--- src/rtl/rob_pkg.sv ---
// rob_pkg -- shared definitions for the reorder buffer and its consumers.
//
// Holds the default widths and the bit layout of the two exported slot
// formats, so that the dependency-lookup logic can pick fields out of
// the 'unavailable' and 'available' arrays without hard-coding offsets.
//
//   unavailable[i] = {addr, wr, id, pending}
//   available[i]   = {value, addr, wr, id, done}
//
// The localparams describe the default configuration; the functions give
// the same numbers for any other parameterisation.
package rob_pkg;

    localparam int ROB_ID_SIZE          = 2;
    localparam int ROB_REG_ADDRESS_SIZE = 5;
    localparam int ROB_REGISTER_SIZE    = 32;

    // Unavailable (not yet written back) entry format, LSB first.
    localparam int UNAV_PENDING_POS = 0;
    localparam int UNAV_ID_LSB      = 1;
    localparam int UNAV_WR_POS      = UNAV_ID_LSB + ROB_ID_SIZE;
    localparam int UNAV_ADDR_LSB    = UNAV_WR_POS + 1;
    localparam int UNAV_WIDTH       = UNAV_ADDR_LSB + ROB_REG_ADDRESS_SIZE;

    // Available (written back, result present) entry format, LSB first.
    localparam int AVAIL_DONE_POS   = 0;
    localparam int AVAIL_ID_LSB     = 1;
    localparam int AVAIL_WR_POS     = AVAIL_ID_LSB + ROB_ID_SIZE;
    localparam int AVAIL_ADDR_LSB   = AVAIL_WR_POS + 1;
    localparam int AVAIL_VALUE_LSB  = AVAIL_ADDR_LSB + ROB_REG_ADDRESS_SIZE;
    localparam int AVAIL_WIDTH      = AVAIL_VALUE_LSB + ROB_REGISTER_SIZE;

    // Width of one unavailable entry for arbitrary field sizes.
    function automatic int unav_width(input int id_size, input int addr_size);
        return addr_size + 1 + id_size + 1;
    endfunction

    // Width of one available entry for arbitrary field sizes.
    function automatic int avail_width(input int id_size, input int addr_size,
                                       input int value_size);
        return value_size + addr_size + 1 + id_size + 1;
    endfunction

endpackage

--- src/rtl/rob_slot.sv ---
// rob_slot -- storage for a single reorder-buffer entry.
//
// Ports:
//   clk, reset     clock and synchronous active-high reset
//   clear          empty the slot (commit of this slot, or flush)
//   alloc          claim the slot for a new instruction (alloc_addr/alloc_wr)
//   wb, wb_value   deliver the instruction's result
//   addr, wr, value, occupied, done   current contents of the slot
//
// Fields of an unoccupied slot are always held at zero so the parent can
// export them without further masking.
module rob_slot
    import rob_pkg::*;
#(
    parameter int REG_ADDRESS_SIZE = ROB_REG_ADDRESS_SIZE,
    parameter int REGISTER_SIZE    = ROB_REGISTER_SIZE
) (
    input  logic                        clk,
    input  logic                        reset,
    input  logic                        clear,
    input  logic                        alloc,
    input  logic [REG_ADDRESS_SIZE-1:0] alloc_addr,
    input  logic                        alloc_wr,
    input  logic                        wb,
    input  logic [REGISTER_SIZE-1:0]    wb_value,
    output logic [REG_ADDRESS_SIZE-1:0] addr,
    output logic                        wr,
    output logic [REGISTER_SIZE-1:0]    value,
    output logic                        occupied,
    output logic                        done
);

    // A writeback only lands on a live entry still waiting for its result;
    // stale or duplicate writebacks are dropped here.
    always_ff @(posedge clk) begin
        if (reset || clear) begin
            addr     <= '0;
            wr       <= 1'b0;
            value    <= '0;
            occupied <= 1'b0;
            done     <= 1'b0;
        end else if (alloc) begin
            addr     <= alloc_addr;
            wr       <= alloc_wr;
            value    <= '0;
            occupied <= 1'b1;
            done     <= 1'b0;
        end else if (wb && occupied && !done) begin
            value    <= wb_value;
            done     <= 1'b1;
        end
    end

endmodule

--- src/rtl/reorder_buffer.sv ---
// reorder_buffer -- in-order commit buffer for out-of-order results.
//
// Ports:
//   clk, reset                       clock, synchronous active-high reset
//   alloc_valid/addr/wr, alloc_ready allocate the entry at 'tail'
//   alloc_id                         ID granted to the allocation (= tail)
//   wb_valid/id/value                result writeback into entry wb_id
//   commit_valid/ready               head entry complete / consumer accepts
//   commit_addr/wr/value             fields of the head entry
//   flush                            discard every entry
//   tail                             next allocation slot
//   unavailable[i]                   {addr, wr, id, pending} of slot i
//   available[i]                     {value, addr, wr, id, done} of slot i
module reorder_buffer
    import rob_pkg::*;
#(
    parameter int ID_SIZE          = ROB_ID_SIZE,
    parameter int REG_ADDRESS_SIZE = ROB_REG_ADDRESS_SIZE,
    parameter int REGISTER_SIZE    = ROB_REGISTER_SIZE,
    localparam int N               = 2 ** ID_SIZE,
    localparam int UW              = unav_width(ID_SIZE, REG_ADDRESS_SIZE),
    localparam int AW              = avail_width(ID_SIZE, REG_ADDRESS_SIZE, REGISTER_SIZE)
) (
    input  logic                        clk,
    input  logic                        reset,
    input  logic                        alloc_valid,
    input  logic [REG_ADDRESS_SIZE-1:0] alloc_addr,
    input  logic                        alloc_wr,
    output logic                        alloc_ready,
    output logic [ID_SIZE-1:0]          alloc_id,
    input  logic                        wb_valid,
    input  logic [ID_SIZE-1:0]          wb_id,
    input  logic [REGISTER_SIZE-1:0]    wb_value,
    output logic                        commit_valid,
    input  logic                        commit_ready,
    output logic [REG_ADDRESS_SIZE-1:0] commit_addr,
    output logic                        commit_wr,
    output logic [REGISTER_SIZE-1:0]    commit_value,
    input  logic                        flush,
    output logic [ID_SIZE-1:0]          tail,
    output logic [N-1:0][UW-1:0]        unavailable,
    output logic [N-1:0][AW-1:0]        available
);

    localparam logic [ID_SIZE:0] FULL = (ID_SIZE + 1)'(N);

    logic [ID_SIZE-1:0] head;
    logic [ID_SIZE:0]   count;

    logic [REG_ADDRESS_SIZE-1:0] slot_addr     [N];
    logic                        slot_wr       [N];
    logic [REGISTER_SIZE-1:0]    slot_value    [N];
    logic                        slot_occupied [N];
    logic                        slot_done     [N];

    logic alloc_fire;
    logic commit_fire;

    // Readiness looks at the current count only, so a full buffer never
    // accepts an allocation on the strength of a same-cycle commit.
    assign alloc_ready = (count < FULL);
    assign alloc_id    = tail;
    assign alloc_fire  = alloc_valid && alloc_ready;

    // Commit depends only on registered slot state, so there is no
    // combinational path from the writeback port to commit_valid.
    assign commit_valid = (count != '0) && slot_done[head];
    assign commit_fire  = commit_valid && commit_ready;
    assign commit_addr  = commit_valid ? slot_addr[head]  : '0;
    assign commit_wr    = commit_valid ? slot_wr[head]    : 1'b0;
    assign commit_value = commit_valid ? slot_value[head] : '0;

    // One storage slot per ID. Flush suppresses allocate and writeback and
    // clears every slot; a commit clears only the head slot.
    for (genvar i = 0; i < N; i++) begin : g_slot
        logic [ID_SIZE-1:0] slot_id;
        assign slot_id = ID_SIZE'(i);

        rob_slot #(
            .REG_ADDRESS_SIZE(REG_ADDRESS_SIZE),
            .REGISTER_SIZE   (REGISTER_SIZE)
        ) u_slot (
            .clk       (clk),
            .reset     (reset),
            .clear     (flush || (commit_fire && (head == slot_id))),
            .alloc     (!flush && alloc_fire && (tail == slot_id)),
            .alloc_addr(alloc_addr),
            .alloc_wr  (alloc_wr),
            .wb        (!flush && wb_valid && (wb_id == slot_id)),
            .wb_value  (wb_value),
            .addr      (slot_addr[i]),
            .wr        (slot_wr[i]),
            .value     (slot_value[i]),
            .occupied  (slot_occupied[i]),
            .done      (slot_done[i])
        );

        // The ID field reads zero on an empty slot, like every other field.
        assign unavailable[i] = {slot_addr[i], slot_wr[i],
                                 slot_occupied[i] ? slot_id : '0,
                                 slot_occupied[i] && !slot_done[i]};
        assign available[i]   = {slot_value[i], slot_addr[i], slot_wr[i],
                                 slot_occupied[i] ? slot_id : '0,
                                 slot_occupied[i] && slot_done[i]};
    end

    // Pointer and occupancy bookkeeping. Pointers are exactly ID_SIZE bits
    // wide, so incrementing past N-1 wraps to 0 on its own.
    always_ff @(posedge clk) begin
        if (reset || flush) begin
            head  <= '0;
            tail  <= '0;
            count <= '0;
        end else begin
            if (alloc_fire) begin
                tail <= tail + 1'b1;
            end
            if (commit_fire) begin
                head <= head + 1'b1;
            end
            case ({alloc_fire, commit_fire})
                2'b10:   count <= count + 1'b1;
                2'b01:   count <= count - 1'b1;
                default: count <= count;
            endcase
        end
    end

endmodule

--- config.mk ---
export PLATFORM = sky130hd
export DESIGN_NAME = reorder_buffer
export DESIGN_NICKNAME = d
export VERILOG_FILES = /design/src/rtl/rob_pkg.sv /design/src/rtl/rob_slot.sv /design/src/rtl/reorder_buffer.sv
export SDC_FILE = /design/constraint.sdc
export NUM_CORES = 1
export LEC_CHECK = 0
export CORE_MARGIN = 5
export CORE_UTILIZATION = 49
export DETAILED_ROUTE_END_ITERATION = 10
export GPL_ROUTABILITY_DRIVEN = 0
export PLACE_DENSITY = 0.9
export SYNTH_ARGS = -nofsm -noshare
export SYNTH_HDL_FRONTEND = slang
export SYNTH_SLANG_ARGS = --single-unit
--- constraint.sdc ---
create_clock -name clk -period 6 [get_ports clk]
set_input_delay 0.6 -clock clk [delete_from_list [all_inputs] [get_ports clk]]
set_output_delay 0.6 -clock clk [all_outputs]
set_load 0.02 [all_outputs]
== After elaboration in Yosys (flattened, before gate mapping) ==
Cells that the tools add are included.
Widths: inputs -> output; s select.
Word-level totals
  flip-flop bits (word level): 167
  output and inout port bits: 244
  input bits: 46
  logic and storage cells: 116
Cells by class
  add/subtract/negate cells: 4
  muxes and demuxes: 19
  eq/ne operators: 11
  magnitude comparators: 2
  bitwise gates (word level): 1
  reductions and logical operators: 56
Operators by type and width (number)
  $mux 32: 3
  $bmux 32 s2: 1
  $logic_and 1x1->1: 33
  $mux 5: 3
  $eq 2x2->1 const B: 7
  $bmux 5 s2: 1
  $logic_or 1x1->1: 9
  $eq 2x1->1 const B: 4
  $reduce_or 2->1: 4
  $logic_not 2->1: 3
  $mux 1: 6
  $pmux 3 s2: 1
  $logic_not 1->1: 5
  $add 2x1->2 const B: 2
  $bmux 1 s2: 2
  $mux 2: 2
  $add 3x1->3 const B: 1
  $ge 3x3->1 const B: 1
  $lt 3x3->1 const B: 1
  $not 2->3: 1
  $reduce_bool 3->1: 1
  $sub 3x1->3 const B: 1
  $reduce_bool 2->1: 1

== Longest topological paths before layout ==
Gate-level depths: netlist of the first run.
  depth in word-level cells: 10
  mapped depth: 10

== Cells and area by module ==
Synthesis of the first run repeated with hierarchy kept, for this count alone.
Second synthesis, totals
  cell total of the unflattened synthesis: 933
  area, all modules: 10243.6 um^2
Modules (own cells, without submodules)
  rob_slot: instances 4, seq. area each 800.8 um^2, area each 2034.5 um^2, cells an instance 181
  reorder_buffer: instances 1, seq. area each 140.1 um^2, area each 2105.8 um^2, cells an instance 209

== Worst setup path before layout of the first run ==
No wires, ideal clock.
  path type: reg2out
  start: register head[1]
  end: output commit_value[12]
  stages on the path, launching flop included: 7
  setup slack: 3.731 ns
  arrival: 1.669 ns
  cell sequence: dfxtp_1 -> buf_6 -> mux4_2 -> o31ai_1 -> clkbuf_2 -> buf_2 -> nor2b_1
Between the ends
  word-level cells in the longest chain between the ends: 6
RTL lines
  start, declared: line reorder_buffer.sv:47  | logic [ID_SIZE-1:0] head;
  start signal, assigned: line reorder_buffer.sv:119  | head <= head + 1'b1;
  $not 2->3 (not written as such) (*): line reorder_buffer.sv:67, reorder_buffer.sv:71
  $bmux 1 s2: line reorder_buffer.sv:67  | assign commit_valid = (count != '0) && slot_done[head];
  $mux 1 (not written as such) (2 in series): line reorder_buffer.sv:67
  $logic_and 1x1->1: line reorder_buffer.sv:67
  $mux 32 (*): line reorder_buffer.sv:71  | assign commit_value = commit_valid ? slot_value[head] : '0;
  end, declared: line reorder_buffer.sv:38  | output logic [REGISTER_SIZE-1:0] commit_value,
Every way passes the cells marked *; elsewhere a longest branch is shown, timed or not. The select of a mux whose other input is x is not followed.

== Final worst setup path of the first run ==
  start: register head[0]
  end: output commit_value[28]
Same word-level chain as after synthesis.

==> results of run 1 <==
## Yosys cell counts (all sizes together) (2+ instances only)
cell	number
dfxtp	167
a21oi	136
nand3	129
o21ai	129
clkbuf	70
buf	66
nor2	43
nor2b	43
mux4	39
mux2i	26
inv	10
ha	9
a21o	5
and2	5
a211o	4
nor4bb	4
o311a	4
and3b	3
nand3b	3
nor3b	3
or3b	3
xor2	2
## registers in the layout, summed over array words and instances, names as in the netlist
name and count:
alloc_id 2, head 2, g_slot.u_slot.wr 4, g_slot.u_slot.addr 20, g_slot.u_slot.value 128, g_slot.u_slot.done 4, g_slot.u_slot.occupied 4, count 3
## critical path, cell delays in order, from the launching register on
cell and delay (ps):
dfxtp_4 950, mux4_2 560, o31ai_4 190, buf_4 470, nor2b_1 110, clkdlybuf4s50_1 570
## logic make-up after synthesis
kind of cell	count (synthesis)	share of synthesized area (%)
compound gates	281	17.9
xor+xnor	3	0.321
fa+ha+maj	10	1.62
buf+inv	146	9.93
flops	167	40.8
mux	66	14.0
other cells	1	0.0458
simple gates	238	15.3
## layer usage
layer	GRT usage, %	vias up
met5	0	-
met4	11.5	0
met3	7.89	70
met2	49.7	514
met1	33.4	4011
li1	-	3584
## path summary, 6_finish.rpt
kind / startpoint / to / slack (ps) / depth (start not counted)
min: g_slot[3].u_slot.value[16] / g_slot[3].u_slot.value[16] / 500 / 2
max: head[0] / commit_value[28] / 2100 / 5
min reg2reg: g_slot[3].u_slot.value[16] / g_slot[3].u_slot.value[16] / 500 / 2
max reg2reg: head[0] / count[2] / 3040 / 8
## metrics by stage
stage,setup slack (ps),util (%)
5_1_grt,1890,68.8
2_1_floorplan,3730,-
3_3_place_gp,2620,65.0
3_5_place_dp,2500,65.0
4_1_cts,2040,68.8
6_report,2100,68.8
## final cells by class
cell class	count	area, um2
Tap cell	220	275
Fill cell	1276	5130
Inverter	10	37.5
Sequential cell	167	3350
Clock buffer	20	467
Multi-Input combinational cell	606	4120
Clock inverter	12	166
Timing Repair Buffer	295	2920
## power groups by stage
| stage | sequential [mW] | combinational [mW] | clock [mW] |
|---|---|---|---|
| global route | 1.11 | 0.143 | 1.22 |
| detailed placement | 1.14 | 0.133 | 0 |
| CTS | 1.11 | 0.134 | 1.17 |
| finish | 1.11 | 0.137 | 1.16 |
| floorplan | 1.14 | 0.0724 | 0 |
| global placement | 1.14 | 0.131 | 0 |
==> results by group, run 1 <==
Route
  – Vias per inst: 6.15
  – Top Layer Used: met4
  – Met3 wire len: approximately 2.9 mm
  – Met2 wire len: about 15 mm
  – DRT met1 WL: ~11 mm
  – Final wirelength: 28.9 mm
  – Antenna viol nets, final: 0
  – Wire per inst: 21.7 um
  – Final routed DRC violation total: 0
  – DR vias: a little over 8000
  – DRT iter0 DRCs: approximately 900
  – Pre-antenna DRT Iters: 5

Clock network
  – Clk root buf: clkbuf_16
  – # Post-CTS Setup Buffers: 0
  – Clock Latency Late Sink: around 430 ps
  – Post-CTS Resized: 0
  – CTS clock-pin slew for the worst setup and hold paths: approximately 70 ps
  – CTS buffer count: 17
  – Hold_buf cts: 0
  – CTS sink cnt: around 170
  – H-tree Lvls: 4
  – Clock buffer depth: 2
  – CTS tree: built

Placed design
  – Placed insts: 1298
  – PortBufs: roughly 280
  – Hpwl dp: between 15 and 20 mm
  – Placed instance area: around 0.011 mm2

Layout
  – Commonest cells after routing, fill and taps aside: clkdlybuf4s50_1, dfxtp_1, a21oi_1
  – Nets: around 1200
  – Finished Cell Area: around 0.011 mm2
  – Most common cell after layout, fill and taps aside: clkdlybuf4s50_1
  – Fin cells: ~1300
  – Diodes inserted: 0
  – Share of layout cells above drive strength 1: a little under a tenth
  – Area growth syn-to-layout: 38.3%

Worst setup path
  – Setup crit start kind: flip-flop
  – WS Path Type: flip-flop to output port
  – WP data required: 5400 ps
  – CP arrival: roughly 3300 ps
  – Worst Path Max Fanout: 44
  – CP Capture Type: output port

Global routing
  – Number of global-route vias before repair: 8104
  – GRT Overall Usage: 28.6%
  – Largest net degree at the start of global routing: 65
  – Initial antenna violation count: 0
  – Global route total overflow: 0
  – First-pass GRT wire length: roughly 45 mm

Die
  – Die extent in x: about 140 um
  – Starting Density: 49.8%
  – Top Ports: 290
  – Die ar.: between 0.015 and 0.02 mm2
  – Core Area: about 0.016 mm2
  – FP Rows: 47
  – Die Ht: 139 um

Pwr
  – Combinational power share: about 5.7%
  – Int Pwr: roughly 1.9 mW
  – Sw frac: 23.2%
  – Switching Power: between 500 and 600 uW
  – Design Power: between 2 and 2.5 mW
  – Sequential power share: a little under half
  – Clock power share: between 40% and 50%
  – PD cells: around 210 mW/mm2
  – Lkg Pwr: ~3.5 nW
  – Peak supply drop: around 0.00020 V

Synthesis
  – Gate Count Post-Synth: about 910
  – Post-synth ARST share: 0%
  – Syn Area/Cell: ~9 um2
  – Cell taking the most area after synthesis: dfxtp_1
  – Post-synthesis cell type count: 36
  – Post-synth EDFFs: 0
  – Post-synthesis register bit count: 167
  – Area of the mapped netlist: between 0.008 and 0.009 mm2
  – Yosys warns: 0
  – Sequential-to-total area share from yosys stat: just over 40%
  – Post-synth top area share: around two fifths
  – Synth Flop Type: dfxtp_1
  – Synth top area cells: dfxtp_1, mux4_2, a21oi_1, nand3_1, o21ai_0

STA
  – RSZ-0062 raised after global routing: no
  – Max Clock Freq: about 0.26 GHz
  – TNS Setup: 0 ps
  – Max Clock Skew: 12.8 ps
  – Hold slack: 496 ps
  – Final cycle utilization of the critical path: between 60 and 70%
  – Max-slew violations: 0
  – Setup violators final: 0
  – Hold Vio Cnt, Final: 0
  – Relative slew slack: approximately 13%
  – Minimum clock period: roughly 4000 ps
  – Worst slew pin tran: between 1000 and 1500 ps

Hold path
  – HP Class: flip-flop to flip-flop

Outcome
  – Status: complete, no violations

Job
  – Max-cap violations: 0
No activity file was read; power rests on OpenSTA's default activity.
==> run 2, diff against run 1 <==
CORE_UTILIZATION = 46   (was 49)
PLACE_DENSITY = 0.86   (was 0.9)
clock period = 3.9 ns   (was 6 ns; I/O delays follow)
==> run 2 against run 1 <==
  * Worst hold slack worse by 3.5 ps
  * Total power grew 49%
  * Clock skew fell by 1.7 ps
  * Non-clock buffer count up 4
  * Sequential cell count unchanged
  * Register-to-register slack lost 2100 ps
  * Setup slack got worse by 1600 ps
==> results by group, run 2 (same netlist as run 1, synthesis figures left out) <==
Worst setup path
  – Worst Path Max Fanout: 21 (-52%)
  – CP top delay family: compound AO/OA/AOI/OAI gates
  – Worst reg2reg setup slack: 950 ps (-2090 ps)
  – WP data required: 3510 ps (-1890 ps)
  – Crit-path cells: o31ai_4, buf_4, nor2b_1, clkdlybuf4s50_1
  – WS Path Type: flip-flop to output port
  – Worst reg2reg path startpoint: head[0]
  – Setup crit start kind: flip-flop
  – R2r worst-path depth: 7 (-1)
  – Slowest CP cell: o31ai_4
  – CP peak stage delay: 1020 ps (+70 ps)
  – CP arrival: 3000 ps (-300 ps)
  – CP Capture Type: output port
  – RR Endpoint: g_slot[0].u_slot.value[6]
  – Sum of buffers and inverters on the critical path: 2 (unchanged)

STA
  – Worst slew pin tran: 1110 ps (-195 ps)
  – Setup slack after layout: 509 ps (-1590 ps)
  – Hold Vio Cnt, Final: 0 (unchanged)
  – Hold slack: 493 ps (-3.49 ps)
  – Max-slew violations: 0 (unchanged)
  – Final cycle utilization of the critical path: between 80% and 90%
  – Max Clock Skew: 11.1 ps (-1.75 ps)
  – RSZ-0062 raised after global routing: no
  – Max Clock Freq: roughly 0.29 GHz
  – Relative slew slack: 25.9% (+13 points)
  – TNS Setup: 0 ps (unchanged)
  – Minimum clock period: approximately 3400 ps
  – Setup violators final: 0 (unchanged)

Clock network
  – CTS clock-pin slew for the worst setup and hold paths: 60 ps (about the same)
  – H-tree Lvls: 4 (unchanged)
  – Clk root buf: clkbuf_16
  – Post-CTS Resized: 0 (unchanged)
  – # Post-CTS Setup Buffers: 0 (unchanged)
  – Clock Latency Late Sink: 420 ps (about the same)
  – CTS tree: built
  – Clock buffer depth: 2 (unchanged)
  – Hold_buf cts: 0 (unchanged)
  – CTS sink cnt: 167 (unchanged)
  – CTS buffer count: 17 (unchanged)

Hold path
  – Hold Startpoint: g_slot[1].u_slot.value[5]
  – Hold Path End: g_slot[1].u_slot.value[5]
  – Min-Delay Path Depth: 2 (unchanged)
  – HP Class: flip-flop to flip-flop

Layout
  – FF/Latch Area: 0.00335 mm2 (unchanged)
  – Fillers: 1411 (+11%)
  – Area growth syn-to-layout: 38.3% (about the same)
  – Commonest cells after routing, fill and taps aside: clkdlybuf4s50_1, dfxtp_1, a21oi_1
  – Share of layout cells above drive strength 1: 9.87% (+0.32 points)
  – Most common cell after layout, fill and taps aside: clkdlybuf4s50_1
  – Biggest regs: g_slot.u_slot.value (128), g_slot.u_slot.addr (20)
  – Max FFs per register: 128 (unchanged)
  – Largest reg by FF count: g_slot.u_slot.value
  – Diodes inserted: 0 (unchanged)
  – Multi-input logic area: 0.00412 mm2 (unchanged)
  – Nets: 1157 (+0.35%)

Global routing
  – GRT Overall Usage: 28.2% (-0.41 points)
  – Met3 Use GR: 5.72% (-2.2 points)
  – Global route total overflow: 0 (unchanged)
  – First-pass GRT wire length: 45.7 mm (+1.7%)
  – Initial antenna violation count: 0 (unchanged)
  – GRT Max-Usage Layer: met2
  – Number of global-route vias before repair: 8122 (+0.22%)
  – M1 GR Usage: 35.8% (+2.4 points)
  – Largest net degree at the start of global routing: 58 (-11%)
  – Met2 usage in global routing: 46.7% (-3.1 points)

Placed design
  – Place WS: 945 ps (-1550 ps)
  – PortBufs: 281 (unchanged)
  – Hpwl dp: 19.2 mm (+4.5%)

Route
  – Final routed DRC violation total: 0 (unchanged)
  – Vias per inst: 6.05 (-1.6%)
  – Pre-antenna DRT Iters: 6 (+1)
  – Wire per inst: 22.0 um (+1.2%)
  – DRT iter0 DRCs: 840 (-7.1%)
  – DR vias: 8103 (-0.93%)
  – Antenna viol nets, final: 0 (unchanged)
  – Final wirelength: 29.5 mm (+1.9%)

Outcome
  – Status: complete, no violations

Die
  – Die Ht: 143 um (+3.0%)
  – Starting Density: 47.0% (-2.7 points)
  – FP Rows: 48 (+2.1%)
  – Die ar.: 0.0206 mm2 (+6.0%)
  – Core Area: 0.0174 mm2 (+5.8%)
  – Top Ports: 290 (unchanged)
  – Die extent in x: 143 um (+3.0%)

Job
  – Max-cap violations: 0 (unchanged)

Pwr
  – Lkg Pwr: 3.50 nW (+0.40%)
  – PD cells: 318 mW/mm2 (+49%)
  – Peak supply drop: 0.000303 V (+53%)
==> run 2: cell types whose count changed in the layout (fill, tap and decap cells not counted) <==
cell,delta
clkbuf_8,-2
clkinv_4,-2
buf_12,+1
clkinv_2,+5
bufinv_16,-1
clkinvlp_4,-2
inv_6,+2
buf_4,+3
==> run 2: metal layers <==
layer | part of all wire (%) | up-vias
met5 | 0 | -
met4 | 3.2 | 0
met3 | 9.2 | 73
met2 | 49 | 500
met1 | 39 | 3934
li1 | - | 3596
==> run 2: worst max path at each step <==
stage,from,endpoint,slack [ps],cells past startpoint
2_1_floorplan,head[1],count[2],1660,10
3_3_place_gp,head[0],g_slot[0].u_slot.value[3],1050,7
3_5_place_dp,head[0],g_slot[0].u_slot.value[8],950,7
4_1_cts,count[2],commit_value[22],490,4
5_1_grt,count[2],commit_value[22],400,4
6_report,count[2],commit_value[22],510,4
==> run 2: area by class of cell <==
type | count | share of cell area, %
multi-input combinational | 606 | 36.4
sequential | 167 | 29.5
timing repair buffer | 299 | 26.1
clock buffer | 18 | 3.87
tap | 225 | 2.48
clock inverter | 14 | 1.29
inverter | 10 | 0.331
==> run 2: metrics by stage <==
| step | utilization (%) | cells | area [um2] | total power, mW |
|---|---|---|---|---|
| after floorplan | - | 919 | 8220 | 1.87 |
| after global placement | 61.7 | 1307 | 10700 | 1.96 |
| after detailed placement | 61.7 | 1307 | 10700 | 1.96 |
| after CTS | 65.1 | 1339 | 11300 | 3.61 |
| after global routing | 65.1 | 1339 | 11300 | 3.71 |
| final | 65.1 | 1339 | 11300 | 3.61 |
==> run 2: power breakdown <==
group | switching (mW) | internal (mW) | leakage (nW)
clock | 0.711 | 0.966 | 0.289
combinational | 0.137 | 0.0775 | 1.87
sequential | 0.00686 | 1.71 | 1.35
==> run 2: worst reg2reg max path, delay by kind of cell, from the launching register on <==
kind,cells,cell delay (ps)
compound gates,3,920
fa+ha+maj,1,240
buf+inv,3,1120
flops,1,580
